[config.mk]
export PLATFORM = sky130hd
export DESIGN_NAME = memtest_walk_seq
export DESIGN_NICKNAME = d
export VERILOG_FILES = /design/src/rtl/memtest_walk_seq.sv
export SDC_FILE = /design/constraint.sdc
export NUM_CORES = 1
export LEC_CHECK = 0
export ABC_CLOCK_PERIOD_IN_PS = 3200
export BUFFER_PORTS_ARGS = -buffer_cell sky130_fd_sc_hd__buf_2
export CORE_MARGIN = 4
export CORE_UTILIZATION = 57
export CTS_BUF_LIST = sky130_fd_sc_hd__clkbuf_8
export DETAILED_ROUTE_END_ITERATION = 7
export PLACE_DENSITY = 0.88
export SKIP_CTS_REPAIR_TIMING = 1
export SLEW_MARGIN = 0
export SYNTH_ARGS = -nofsm -noshare
export SYNTH_HDL_FRONTEND = slang
export SYNTH_SLANG_ARGS = --single-unit
export TNS_END_PERCENT = 5
[constraint.sdc]
create_clock -name i_CLK -period 3.2 [get_ports i_CLK]
set_input_delay 0.64 -clock i_CLK [delete_from_list [all_inputs] [get_ports i_CLK]]
set_output_delay 0.64 -clock i_CLK [all_outputs]
set_load 0.03 [all_outputs]
[src/rtl/memtest_walk_seq.sv]
// Walking-ones memory test sequencer.
// For each address from 0 to the latched end address, every one-hot pattern
// is written, read back one cycle later, and checked through an external
// comparator. The first mismatch ends the run and is captured.
//
//   state   | meaning
//   --------+----------------------------------------------------------
//   S_IDLE  | waiting for i_START after reset
//   S_WRITE | write current one-hot pattern to current address
//   S_READ  | issue read of current address
//   S_CHECK | read data valid; sample comparator result
//   S_DONE  | run finished; o_DONE/o_PASS held until next i_START
module memtest_walk_seq #(
    parameter int p_DATA_WIDTH = 8,
    parameter int p_ADDR_WIDTH = 8
) (
    input  logic                    i_CLK,
    input  logic                    i_RST_N,
    input  logic                    i_START,
    input  logic [p_ADDR_WIDTH-1:0] i_ADDR_END,
    output logic [p_ADDR_WIDTH-1:0] o_MEM_ADDR,
    output logic [p_DATA_WIDTH-1:0] o_MEM_WDATA,
    output logic                    o_MEM_WE,
    output logic                    o_MEM_RE,
    input  logic [p_DATA_WIDTH-1:0] i_MEM_RDATA,
    output logic [p_DATA_WIDTH-1:0] o_CMP_DIN0,
    input  logic                    i_CMP_EQUAL,
    output logic [p_DATA_WIDTH-1:0] o_CMP_DIN1,
    output logic                    o_BUSY,
    output logic                    o_DONE,
    output logic                    o_PASS,
    output logic [p_ADDR_WIDTH-1:0] o_FAIL_ADDR,
    output logic [p_DATA_WIDTH-1:0] o_FAIL_DATA
);

    localparam int c_BIT_W = (p_DATA_WIDTH > 1) ? $clog2(p_DATA_WIDTH) : 1;
    localparam logic [c_BIT_W-1:0]      c_BIT_LAST  = c_BIT_W'(p_DATA_WIDTH - 1);
    localparam logic [c_BIT_W-1:0]      c_BIT_ONE   = c_BIT_W'(1);
    localparam logic [p_ADDR_WIDTH-1:0] c_ADDR_ONE  = p_ADDR_WIDTH'(1);
    localparam logic [p_DATA_WIDTH-1:0] c_PAT_FIRST = p_DATA_WIDTH'(1);

    typedef enum logic [2:0] {
        S_IDLE  = 3'd0,
        S_WRITE = 3'd1,
        S_READ  = 3'd2,
        S_CHECK = 3'd3,
        S_DONE  = 3'd4
    } state_t;

    state_t                  r_state;
    state_t                  w_state_nxt;

    logic [p_ADDR_WIDTH-1:0] r_addr;
    logic [p_ADDR_WIDTH-1:0] r_addr_end;
    logic [c_BIT_W-1:0]      r_bit;
    logic [p_DATA_WIDTH-1:0] r_pattern;
    logic                    r_done;
    logic                    r_pass;
    logic [p_ADDR_WIDTH-1:0] r_fail_addr;
    logic [p_DATA_WIDTH-1:0] r_fail_data;

    logic                    w_mem_we;
    logic                    w_mem_re;
    logic                    w_busy;
    logic                    w_accept;
    logic                    w_fail;
    logic                    w_next_bit;
    logic                    w_next_addr;
    logic                    w_pass_set;

    // State register; reset aborts any run immediately.
    always_ff @(posedge i_CLK or negedge i_RST_N) begin
        if (!i_RST_N) begin
            r_state <= S_IDLE;
        end else begin
            r_state <= w_state_nxt;
        end
    end

    // Next-state decode and per-state strobes.
    always_comb begin
        w_state_nxt = r_state;
        w_mem_we    = 1'b0;
        w_mem_re    = 1'b0;
        w_busy      = 1'b0;
        w_accept    = 1'b0;
        w_fail      = 1'b0;
        w_next_bit  = 1'b0;
        w_next_addr = 1'b0;
        w_pass_set  = 1'b0;
        case (r_state)
            S_IDLE, S_DONE: begin
                if (i_START) begin
                    w_accept    = 1'b1;
                    w_state_nxt = S_WRITE;
                end
            end
            S_WRITE: begin
                w_mem_we    = 1'b1;
                w_busy      = 1'b1;
                w_state_nxt = S_READ;
            end
            S_READ: begin
                w_mem_re    = 1'b1;
                w_busy      = 1'b1;
                w_state_nxt = S_CHECK;
            end
            S_CHECK: begin
                w_busy = 1'b1;
                if (!i_CMP_EQUAL) begin
                    w_fail      = 1'b1;
                    w_state_nxt = S_DONE;
                end else if (r_bit != c_BIT_LAST) begin
                    w_next_bit  = 1'b1;
                    w_state_nxt = S_WRITE;
                end else if (r_addr != r_addr_end) begin
                    // Compare before increment so an all-ones end never wraps.
                    w_next_addr = 1'b1;
                    w_state_nxt = S_WRITE;
                end else begin
                    w_pass_set  = 1'b1;
                    w_state_nxt = S_DONE;
                end
            end
            default: begin
                w_state_nxt = S_IDLE;
            end
        endcase
    end

    // Address/pattern walk plus sticky result and first-failure capture.
    always_ff @(posedge i_CLK or negedge i_RST_N) begin
        if (!i_RST_N) begin
            r_addr      <= '0;
            r_addr_end  <= '0;
            r_bit       <= '0;
            r_pattern   <= '0;
            r_done      <= 1'b0;
            r_pass      <= 1'b0;
            r_fail_addr <= '0;
            r_fail_data <= '0;
        end else if (w_accept) begin
            r_addr_end  <= i_ADDR_END;
            r_addr      <= '0;
            r_bit       <= '0;
            r_pattern   <= c_PAT_FIRST;
            r_done      <= 1'b0;
            r_pass      <= 1'b0;
            r_fail_addr <= '0;
            r_fail_data <= '0;
        end else if (w_fail) begin
            r_fail_addr <= r_addr;
            r_fail_data <= i_MEM_RDATA;
            r_done      <= 1'b1;
            r_pass      <= 1'b0;
        end else if (w_next_bit) begin
            r_bit     <= r_bit + c_BIT_ONE;
            r_pattern <= r_pattern << 1;
        end else if (w_next_addr) begin
            r_addr    <= r_addr + c_ADDR_ONE;
            r_bit     <= '0;
            r_pattern <= c_PAT_FIRST;
        end else if (w_pass_set) begin
            r_done <= 1'b1;
            r_pass <= 1'b1;
        end
    end

    assign o_MEM_ADDR  = r_addr;
    assign o_MEM_WDATA = w_mem_we ? r_pattern : '0;
    assign o_MEM_WE    = w_mem_we;
    assign o_MEM_RE    = w_mem_re;
    assign o_CMP_DIN0  = i_MEM_RDATA;
    assign o_CMP_DIN1  = r_pattern;
    assign o_BUSY      = w_busy;
    assign o_DONE      = r_done;
    assign o_PASS      = r_pass;
    assign o_FAIL_ADDR = r_fail_addr;
    assign o_FAIL_DATA = r_fail_data;

endmodule

* After elaboration in Yosys (flattened, before gate mapping)
Cells that the tools add are included.
Widths: inputs -> output; s select.
** Storage, ports and cells
- Register bits after elaboration :: 48
- Output and inout port bits :: 53
** Cells by class
- Add/sub/neg operators :: 2
- Eq/ne operators :: 11
- Reductions and logical operators :: 10
- Muxes and demuxes :: 47
** Operators with widths (number)
- $mux 8 :: 13
- $mux 1 :: 25
- $mux 3 :: 8
- $pmux 3 s4 :: 1
- $ne 3x3->1 const B :: 3
- $add 8x1->8 const B :: 1
- $ne 8x8->1 :: 1
- $eq 3x2->1 const B :: 2
- $ne 2x2->1 const B :: 3
- $reduce_and 3->1 :: 2
- $reduce_bool 3->1 :: 2
- $reduce_bool 2->1 :: 2
- $add 3x1->3 const B :: 1
- $eq 3x1->1 const B :: 1
- $eq 3x3->1 const B :: 1
- $logic_not 3->1 :: 1
- $reduce_or 3->1 :: 1
- $reduce_and 2->1 :: 1
- $reduce_or 2->1 :: 1

* Depth between registers and ports, before layout
Gate-level depths: netlist of run 1.
- Word-level depth :: 10
- Gate-level depth with buffers :: 7
- Depth with buffers taken out :: 6

* Least setup slack after synthesis of run 1
Ideal clock, no wire load.
- Path kind :: register to output
- From :: reg r_state[1]
- To :: out o_MEM_WDATA[0]
- Arrival time :: 1897 ps
- Path slack :: 663 ps
- Required time :: 2560 ps
- Stages on the path, launching flop included :: 3
- Buffers on the path :: 0
- Cell sequence :: dfrtp_1 -> nor3b_1 -> and2_1
** On the way
- Longest elaborated chain between the ends :: 3
** Ends and longest elaborated chain
- from (decl) :: line 50 : state_t r_state;
- from (signal assigned) :: line 76 : r_state <= w_state_nxt;
- $eq 3x1->1 :: line 91 : case (r_state)
- $mux 1 :: line 91
- net o_MEM_WE :: line 23 : output logic o_MEM_WE,
- $mux 8 :: line 170 : assign o_MEM_WDATA = w_mem_we ? r_pattern : '0;
- to (decl) :: line 22 : output logic [p_DATA_WIDTH-1:0] o_MEM_WDATA,
The timed path passes the listed nets, and every way through them passes these cells.

* Final worst setup path of run 1
- From :: reg r_state[1]
- To :: out o_MEM_WDATA[0]
** On the way
- Longest elaborated chain between the ends :: 3
** Ends and longest elaborated chain (line)
- $eq 3x1->1 :: 91
- $mux 1 :: 91
- $mux 8 :: 170
Every way passes these cells.

==> flow_metrics.tcl, run 1 <==
set metrics [dict create \
    die_area_um2 5290 \
    ir_worst_vdd_uv 408 \
    slowest_stage "nor3b_1" \
    wl_met1_mm 2.16 \
    synth-compound-area-share_pct 11.7 \
    drv_slew 0 \
    cp-end-kind "output pin" \
    yosysMostFrequentCell "nand2_1" \
    required_ns 2.56 \
    fin_area_um2 2810 \
    layout.nets 325 \
    post-place-cells 345 \
    p_per_area_nw_per_um2 701 \
    cts_max_path_buffers 2 \
    highest_layer "met4" \
    crit_chain "nor3b_1, and2_1, buf_2" \
    yosysWarnings 0 \
    cts_tree "yes" \
    grt_pass1_wl_mm 8.11 \
    grt_usage_pct 19.7 \
    die_h_um 72.8 \
    grt_max_degree 49 \
    io_pins 73 \
    setup-violations-final 0 \
    synthTopCellsByArea "dfrtp_1, nand2_1, mux2_1, mux2i_1, o21ai_2" \
    die_x_um 72.8 \
    seqCellArea_um2 1200 \
    synth_cell_types 37 \
    drive_above_1_share_pct 32.3 \
    synthMuxAreaShare_pct 7.12 \
    fp-row-count 23 \
    area_delta_synth_final_pct 17.5 \
    synth_ff_type "dfrtp_1" \
    cp-start-kind "register" \
    cts_root_buf "clkbuf_8" \
    first_iter_violations 166 \
    post-route-period-util_pct 78.1 \
    antenna_found_initial 0 \
    synth-seq-area-share_pct 50.2 \
    stdcell_count 353 \
    max-cap-violations 0 \
    ant_nets 0 \
    min_path_type "reg2reg" \
    synth_edf_count 0 \
    yosysTopAreaCell "dfrtp_1" \
    power_mw 1.97 \
    path_buf_inv 1 \
    skew_ns 0.00492 \
    crit_type "reg2out" \
    slew_headroom_pct 28.2 \
    crit_fanout 10 \
    start_util_pct 59.3 \
    cts-buffers-inserted 5 \
    htreeDepth 2 \
    core-area_um2 4030 \
    drc 0 \
    outcome "completed" \
    gp_congestion 0.757 \
    worst_path_largest_cell_delay_ns 0.68 \
    yosys.area_share.adder_pct 1.57 \
    timing.final.ws_setup_ns 0.702 \
    io_buffer_count 72 \
    syn_area_um2 2390 \
    setup_tns_ns 0 \
    min_period_ns 2.50 \
    synth_top_family_by_area "simple AND/OR/NAND/NOR gates" \
    first_pass_iters 4 \
    grt_overflow_total 0 \
    dp_hpwl_mm 3.50 \
    met2_length_mm 2.36 \
    worst-slew-pin-transition_ns 1.08 \
    vias_per_cell 5.31 \
    crit_family "simple AND/OR/NAND/NOR gates" \
    p_leak_nw 1.42 \
    wl_per_cell_um 13.9 \
    worstSkewPairLatency_ns 0.30 \
    fillers 319 \
    synth-xor-area-share_pct 2.93 \
    synth_cells 240 \
    multi_input_area_um2 1060 \
    synthArstFlopShare_pct 100 \
    routed_wl_mm 4.92 \
    antennaDiodeCount 0 \
    max_freq_mhz 400 \
    clk_pin_slew_ns 0.08 \
    first_global_vias 1842 \
    synth-simple-area-share_pct 21.0 \
    pre_cts_ws_ns 1.02 \
    synth_top_area_share_pct 50.2 \
    met3WireLength_um 323 \
    finalHoldViolCount 0 \
    avgSynthCellArea_um2 9.96 \
    grt_setup_unrepaired "no" \
    place_area_um2 2720 \
    yosys_register_bits 48 \
    numClockSinks 48 \
    yosys-top-cells-count "nand2_1, dfrtp_1, o21ai_1" \
    vias 1875 \
    synth_nets 263 \
    critPathArrivalTime_ns 1.86 \
]
==> final timing paths <==
path,start,to,slack [ns],cells past startpoint
worst max register to register,r_bit[0]$_DFFE_PN0P_,o_MEM_ADDR[0]$_DFFE_PN0P_,1.05,6
worst min-delay path,o_FAIL_DATA[5]$_DFFE_PN0P_,o_FAIL_DATA[5]$_DFFE_PN0P_,0.51,2
min in group asynchronous,i_RST_N,o_FAIL_ADDR[4]$_DFFE_PN0P_,0.52,1
worst max-delay path,r_state[1]$_DFFE_PN0P_,o_MEM_WDATA[0],0.70,3
max in group asynchronous,i_RST_N,o_MEM_ADDR[0]$_DFFE_PN0P_,2.04,1
worst min register to register,o_FAIL_DATA[5]$_DFFE_PN0P_,o_FAIL_DATA[5]$_DFFE_PN0P_,0.51,2
==> placed cells by master (no fill, tap or decap), types with 4 or more instances in the layout <==
cell type  count
nand2b_1       5
xor2_1         8
clkbuf_8       6
mux2_1         8
o21ai_2        9
inv_1          7
nand3_1       13
o21ai_0        4
dfrtp_1       48
a21oi_1        4
and2_1         9
buf_2         72
mux2i_1        8
nand2_1       56
o21ai_1       14
==> final cells by class <==
class,instances,area share (%)
sequential,48,42.7
multi-input combinational,168,37.8
timing repair buffer,74,13.4
clock buffer,6,2.94
tap,50,2.23
inverter,5,0.668
clock inverter,2,0.267
==> registers in the layout, summed over array words and instances (netlist names) <==
register / count
o_CMP_DIN1: 8
o_FAIL_ADDR: 8
o_FAIL_DATA: 8
o_MEM_ADDR: 8
r_addr_end: 8
r_bit: 3
r_state: 3
o_DONE: 1
o_PASS: 1
==> stage by stage <==
stage,hold WS [ns],util [%]
global route,0.536,69.8
finish,0.513,69.8
detailed placement,0.504,67.5
floorplan,0.344,-
global placement,0.495,67.5
CTS,0.518,69.8
==> cells by family (layout without fill, tap and decap cells) <==
logic type	after synthesis	in the layout
AND/OR/NAND/NOR	100	100
adder cells (fa/ha/maj)	3	3
buffers and inverters	24	87
multiplexers	16	16
AO/OA/AOI/OAI	41	41
flip-flops	48	48
XOR/XNOR	8	8
==> report_power, final <==
part	internal [mW]	switching [mW]
registers	0.741	0.106
clock network	0.170	0.183
logic	0.250	0.519
==> tightest hold or removal path: stages (launching register included) <==
cell	delay, ns
dfrtp_1	0.38
nand2_1	0.06
o21ai_1	0.05
==> layer usage <==
layer	GRT usage, %	up-vias
met5	0	-
met4	7.38	0
met3	5.79	7
met2	32.6	53
met1	24.4	877
li1	-	938
(Power assumes the default switching activity.)
==> run 2: changes to the inputs <==
--- a/config.mk
+++ b/config.mk
@@ -5,13 +5,13 @@
 export SDC_FILE = /design/constraint.sdc
 export NUM_CORES = 1
 export LEC_CHECK = 0
-export ABC_CLOCK_PERIOD_IN_PS = 3200
+export ABC_CLOCK_PERIOD_IN_PS = 2100
 export BUFFER_PORTS_ARGS = -buffer_cell sky130_fd_sc_hd__buf_2
 export CORE_MARGIN = 4
-export CORE_UTILIZATION = 57
+export CORE_UTILIZATION = 48
 export CTS_BUF_LIST = sky130_fd_sc_hd__clkbuf_8
 export DETAILED_ROUTE_END_ITERATION = 7
-export PLACE_DENSITY = 0.88
+export PLACE_DENSITY = 0.79
 export SKIP_CTS_REPAIR_TIMING = 1
 export SLEW_MARGIN = 0
 export SYNTH_ARGS = -nofsm -noshare
==> constraint.sdc (replaced) <==
create_clock -name i_CLK -period 2.1 [get_ports i_CLK]
set_input_delay 0.42 -clock i_CLK [delete_from_list [all_inputs] [get_ports i_CLK]]
set_output_delay 0.42 -clock i_CLK [all_outputs]
set_load 0.03 [all_outputs]
==> run 2 against run 1 <==
Effect of this change: sequential share of layout area decreased by 1.6 points; global-route usage decreased by 1.8 points; die area is 17% higher; clock-buffer cell count shrank 1; combinational power rose by 59%; core utilization down 8.8 points; highest routed layer unchanged; via count rose by 2.2%; design area grew 3.8%.
==> flow_metrics.tcl, run 2 (same netlist as run 1, synthesis figures left out) <==
set metrics [dict create \
    outcome "completed" \
    drc 0 \
    cts_tree "yes" \
    slowest_stage "dfrtp_1" \
    layout_common_cells "buf_2, nand2_1, dfrtp_1" \
    cts-buffers-inserted 5 \
    cp-end-kind "output pin" \
    first_iter_violations 144 \
    crit_chain "nor3b_4, and2_1, buf_2" \
    min_period_ns 1.94 \
    grt_pass1_wl_mm 8.77 \
    ir_worst_vdd_uv 526 \
    slew_headroom_pct 64.3 \
    layout.nets 333 \
    cts_root_buf "clkbuf_8" \
    antennaDiodeCount 0 \
    critPathArrivalTime_ns 1.52 \
    fp-row-count 25 \
    min_path_type "in2async" \
    post-route-period-util_pct 92.5 \
    setup_tns_ns 0 \
    ant_nets 0 \
    max-cap-violations 0 \
    first_pass_iters 4 \
    area_delta_synth_final_pct 22.0 \
    antenna_found_initial 0 \
    final_common_cell "buf_2" \
    drv_slew 0 \
    path_buf_inv 1 \
    vias 1916 \
    vias_per_cell 5.07 \
    worst-slew-pin-transition_ns 0.531 \
    die_area_um2 6170 \
    p_leak_nw 1.46 \
    dp_hpwl_mm 3.75 \
    max_freq_mhz 515 \
    crit_type "reg2out" \
    drive_above_1_share_pct 35.0 \
    htreeDepth 2 \
    skew_ns 0.00620 \
    clk_pin_slew_ns 0.09 \
    grt_overflow_total 0 \
    die_x_um 78.6 \
    die_h_um 78.6 \
    core-area_um2 4790 \
    crit_family "simple AND/OR/NAND/NOR gates" \
    required_ns 1.68 \
    start_util_pct 50.0 \
    numClockSinks 48 \
    worst_path_largest_cell_delay_ns 0.47 \
    place_area_um2 2820 \
    grt_usage_pct 17.9 \
    io_pins 73 \
    grt_setup_unrepaired "no" \
    p_per_area_nw_per_um2 1050 \
    cp-start-kind "register" \
    gp_congestion 0.799 \
    cts_max_path_buffers 2 \
    grt_max_degree 35 \
    crit_fanout 10 \
    finalHoldViolCount 0 \
    setup-violations-final 0 \
    routed_wl_mm 5.08 \
    first_global_vias 1819 \
    fin_area_um2 2920 \
    io_buffer_count 72 \
    wl_per_cell_um 13.4 \
    worstSkewPairLatency_ns 0.30 \
]
-- run 2: cell count changes in the layout (fill, tap and decap cells not counted), sizes merged --
cell      delta
clkinvlp     +2
clkbuf       -1
inv          -2
clkinv       +1
buf          +8
-- run 2: area by class of cell --
type	instances	area [um^2]
fillers	417	1870
flip-flops and latches	48	1200
inverters	5	18.8
clock buffers	5	68.8
well taps	67	83.8
multi-input cells	168	1070
clock inverters	3	23.8
repair buffers	82	448
-- run 2: stage by stage --
stage / instances / setup WS, ns / power [mW] / util (%) / hold WS [ns]
2_1_floorplan: 240 / 0.239 / 2.19 / - / 0.124
3_3_place_gp: 370 / 0.322 / 2.49 / 58.9 / 0.404
3_5_place_dp: 370 / 0.272 / 2.53 / 58.9 / 0.402
4_1_cts: 378 / 0.0366 / 3.09 / 60.8 / 0.0689
5_1_grt: 378 / 0.0188 / 3.29 / 61.0 / 0.0980
6_report: 378 / 0.157 / 3.07 / 61.0 / 0.0645
-- run 2: routing by layer --
layer | track usage [%] | up-vias | share of wire (%)
met5 | 0 | - | 0
met4 | 4.72 | 0 | 1.2
met3 | 4.59 | 6 | 5.9
met2 | 27.5 | 64 | 46
met1 | 25.0 | 902 | 47
li1 | - | 944 | -
-- run 2: final timing paths --
path,to,start,cells after the start,slack (ns)
worst max-delay path,o_MEM_WDATA[3],r_state[1]$_DFFE_PN0P_,3,0.16
worst min-delay path,o_MEM_ADDR[5]$_DFFE_PN0P_,i_RST_N,1,0.06
worst max register to register,o_MEM_ADDR[5]$_DFFE_PN0P_,r_bit[0]$_DFFE_PN0P_,6,0.27
worst min register to register,o_FAIL_ADDR[4]$_DFFE_PN0P_,o_FAIL_ADDR[4]$_DFFE_PN0P_,2,0.51
max in group asynchronous,o_MEM_ADDR[2]$_DFFE_PN0P_,i_RST_N,2,1.53
min in group i_CLK,r_addr_end[3]$_DFFE_PN0P_,i_ADDR_END[3],2,0.32
-- run 2: power by group --
group	internal, mW	total [mW]	switching (mW)	leakage [nW]
Clock	0.236	0.553	0.317	0.0404
Combinational	0.417	1.22	0.801	0.781
Sequential	1.13	1.30	0.176	0.638
Total	1.78	3.07	1.29	1.46
==> run 3: changes to the inputs <==
--- a/config.mk
+++ b/config.mk
@@ -5,13 +5,14 @@
 export SDC_FILE = /design/constraint.sdc
 export NUM_CORES = 1
 export LEC_CHECK = 0
-export ABC_CLOCK_PERIOD_IN_PS = 2100
+export ABC_CLOCK_PERIOD_IN_PS = 2500
 export BUFFER_PORTS_ARGS = -buffer_cell sky130_fd_sc_hd__buf_2
 export CORE_MARGIN = 4
-export CORE_UTILIZATION = 48
+export CORE_UTILIZATION = 57
 export CTS_BUF_LIST = sky130_fd_sc_hd__clkbuf_8
 export DETAILED_ROUTE_END_ITERATION = 7
-export PLACE_DENSITY = 0.79
+export HOLD_SLACK_MARGIN = 0.12
+export PLACE_DENSITY = 0.88
 export SKIP_CTS_REPAIR_TIMING = 1
 export SLEW_MARGIN = 0
 export SYNTH_ARGS = -nofsm -noshare
==> constraint.sdc (replaced) <==
create_clock -name i_CLK -period 2.5 [get_ports i_CLK]
set_input_delay 0.5 -clock i_CLK [delete_from_list [all_inputs] [get_ports i_CLK]]
set_output_delay 0.5 -clock i_CLK [all_outputs]
set_load 0.03 [all_outputs]
==> run 3 against run 2 <==
Effect of this change: power down 18%; global-route usage up 2.3 points; combinational power down 17%; final cell count down 5.6%.
==> flow_metrics.tcl, run 3 (same netlist as run 1, synthesis figures left out) <==
set metrics [dict create \
    outcome "completed" \
    crit_type "reg2out" \
    cts_root_buf "clkbuf_8" \
    cts_tree "yes" \
    grt_overflow_total 0 \
    routed_wl_mm 4.83 \
    wl_per_cell_um 13.5 \
    numClockSinks 48 \
    pwr-share-comb_pct 40.0 \
    post-place-cells 349 \
    die_h_um 72.8 \
    grt_pass1_wl_mm 8.42 \
    start_util_pct 59.3 \
    worstSkewPairLatency_ns 0.30 \
    first_iter_violations 129 \
    required_ns 2.00 \
    pwr-share-seq_pct 42.9 \
    slew_headroom_pct 64.2 \
    p_leak_nw 1.44 \
    cp-start-kind "register" \
    max_freq_mhz 487 \
    htreeDepth 2 \
    die_x_um 72.8 \
    layout.nets 330 \
    crit_fanout 10 \
    final_common_cell "buf_2" \
    first_global_vias 1837 \
    vias 1918 \
    die_area_um2 5290 \
    grt_usage_pct 20.1 \
    drc 0 \
    ant_nets 0 \
    cts_max_path_buffers 2 \
    ir_worst_vdd_uv 495 \
    critPathLaunch "r_state[1]$_DFFE_PN0P_" \
    stdcell_count 357 \
    worst-slew-pin-transition_ns 0.532 \
    p_sw_mw 1.05 \
    pwr-share-clk_pct 17.1 \
    antenna_found_initial 0 \
    max-cap-violations 0 \
    grt_setup_unrepaired "no" \
    fillers 303 \
    internal-power_mw 1.47 \
    dp_hpwl_mm 3.63 \
    finalHoldViolCount 0 \
    layout_common_cells "buf_2, nand2_1, dfrtp_1" \
    drv_slew 0 \
    switching_share_pct 41.6 \
    cts-buffers-inserted 5 \
    io_buffer_count 72 \
    skew_ns 0.00748 \
    antennaDiodeCount 0 \
    hold_path_startpoint "i_ADDR_END[1]" \
    setup_tns_ns 0 \
    area_delta_synth_final_pct 19.0 \
    fp-row-count 23 \
    vias_per_cell 5.37 \
    grt_max_degree 36 \
    cp-end-kind "output pin" \
    setup-violations-final 0 \
    io_pins 73 \
    core-area_um2 4030 \
    clk_pin_slew_ns 0.08 \
    post-route-period-util_pct 82.1 \
    gp_congestion 0.793 \
    min_path_type "in2reg" \
    r2r_start "r_bit[0]$_DFFE_PN0P_" \
    p_per_area_nw_per_um2 887 \
    drive_above_1_share_pct 33.9 \
    min_period_ns 2.05 \
    first_pass_iters 5 \
    critPathArrivalTime_ns 1.55 \
]
[run 3: routing by layer]
| layer | track usage [%] | routed length, um |
|---|---|---|
| met5 | 0 | 0 |
| met4 | 7.17 | 68 |
| met3 | 4.82 | 335 |
| met2 | 32.9 | 2320 |
| met1 | 26.2 | 2110 |
[run 3: critical path, stage by stage (launching register included)]
cell     delay [ns]
dfrtp_1        0.45
nor3b_2        0.43
and2_1         0.19
buf_2          0.19
[run 3: layout make-up]
class                           instances  area, um^2  share of cell area [%]
Tap cell                               50        62.6                    2.20
Clock inverter                          2        12.5                   0.440
Timing Repair Buffer                   79         415                    14.6
Inverter                                5        18.8                   0.659
Multi-Input combinational cell        168        1070                    37.5
Sequential cell                        48        1200                    42.2
Clock buffer                            5        68.8                    2.42
[run 3: through the flow]
| stage | util [%] | power (mW) | instance area [um^2] | hold slack, ns | worst slack (ns) |
|---|---|---|---|---|---|
| final | 70.7 | 2.52 | 2850 | 0.406 | 0.448 |
| after global routing | 70.7 | 2.70 | 2850 | 0.399 | 0.285 |
| after CTS | 70.3 | 2.54 | 2830 | 0.0739 | 0.201 |
| after detailed placement | 68.3 | 2.11 | 2750 | 0.402 | 0.535 |
| after global placement | 68.3 | 2.07 | 2750 | 0.401 | 0.628 |
| after floorplan | - | 1.84 | 2390 | 0.204 | 0.103 |
[run 3: power by group through the flow]
stage / Sequential, mW / Combinational (mW) / Clock [mW]
4_1_cts: 1.08 / 1.02 / 0.442
2_1_floorplan: 1.20 / 0.633 / 0
3_5_place_dp: 1.10 / 1.01 / 0
3_3_place_gp: 1.09 / 0.979 / 0
6_report: 1.08 / 1.01 / 0.431
5_1_grt: 1.11 / 1.12 / 0.472
[run 3: path summary, 6_finish.rpt]
kind	end	slack (ns)	depth (start not counted)
max in group asynchronous	r_state[2]$_DFFE_PN0P_	1.16	3
min in group asynchronous	o_FAIL_DATA[1]$_DFFE_PN0P_	0.61	2
worst max register to register	o_CMP_DIN1[5]$_DFFE_PN0P_	0.60	7
worst max-delay path	o_MEM_WDATA[0]	0.45	3
worst min-delay path	r_addr_end[1]$_DFFE_PN0P_	0.41	2
worst min register to register	r_addr_end[3]$_DFFE_PN0P_	0.51	1
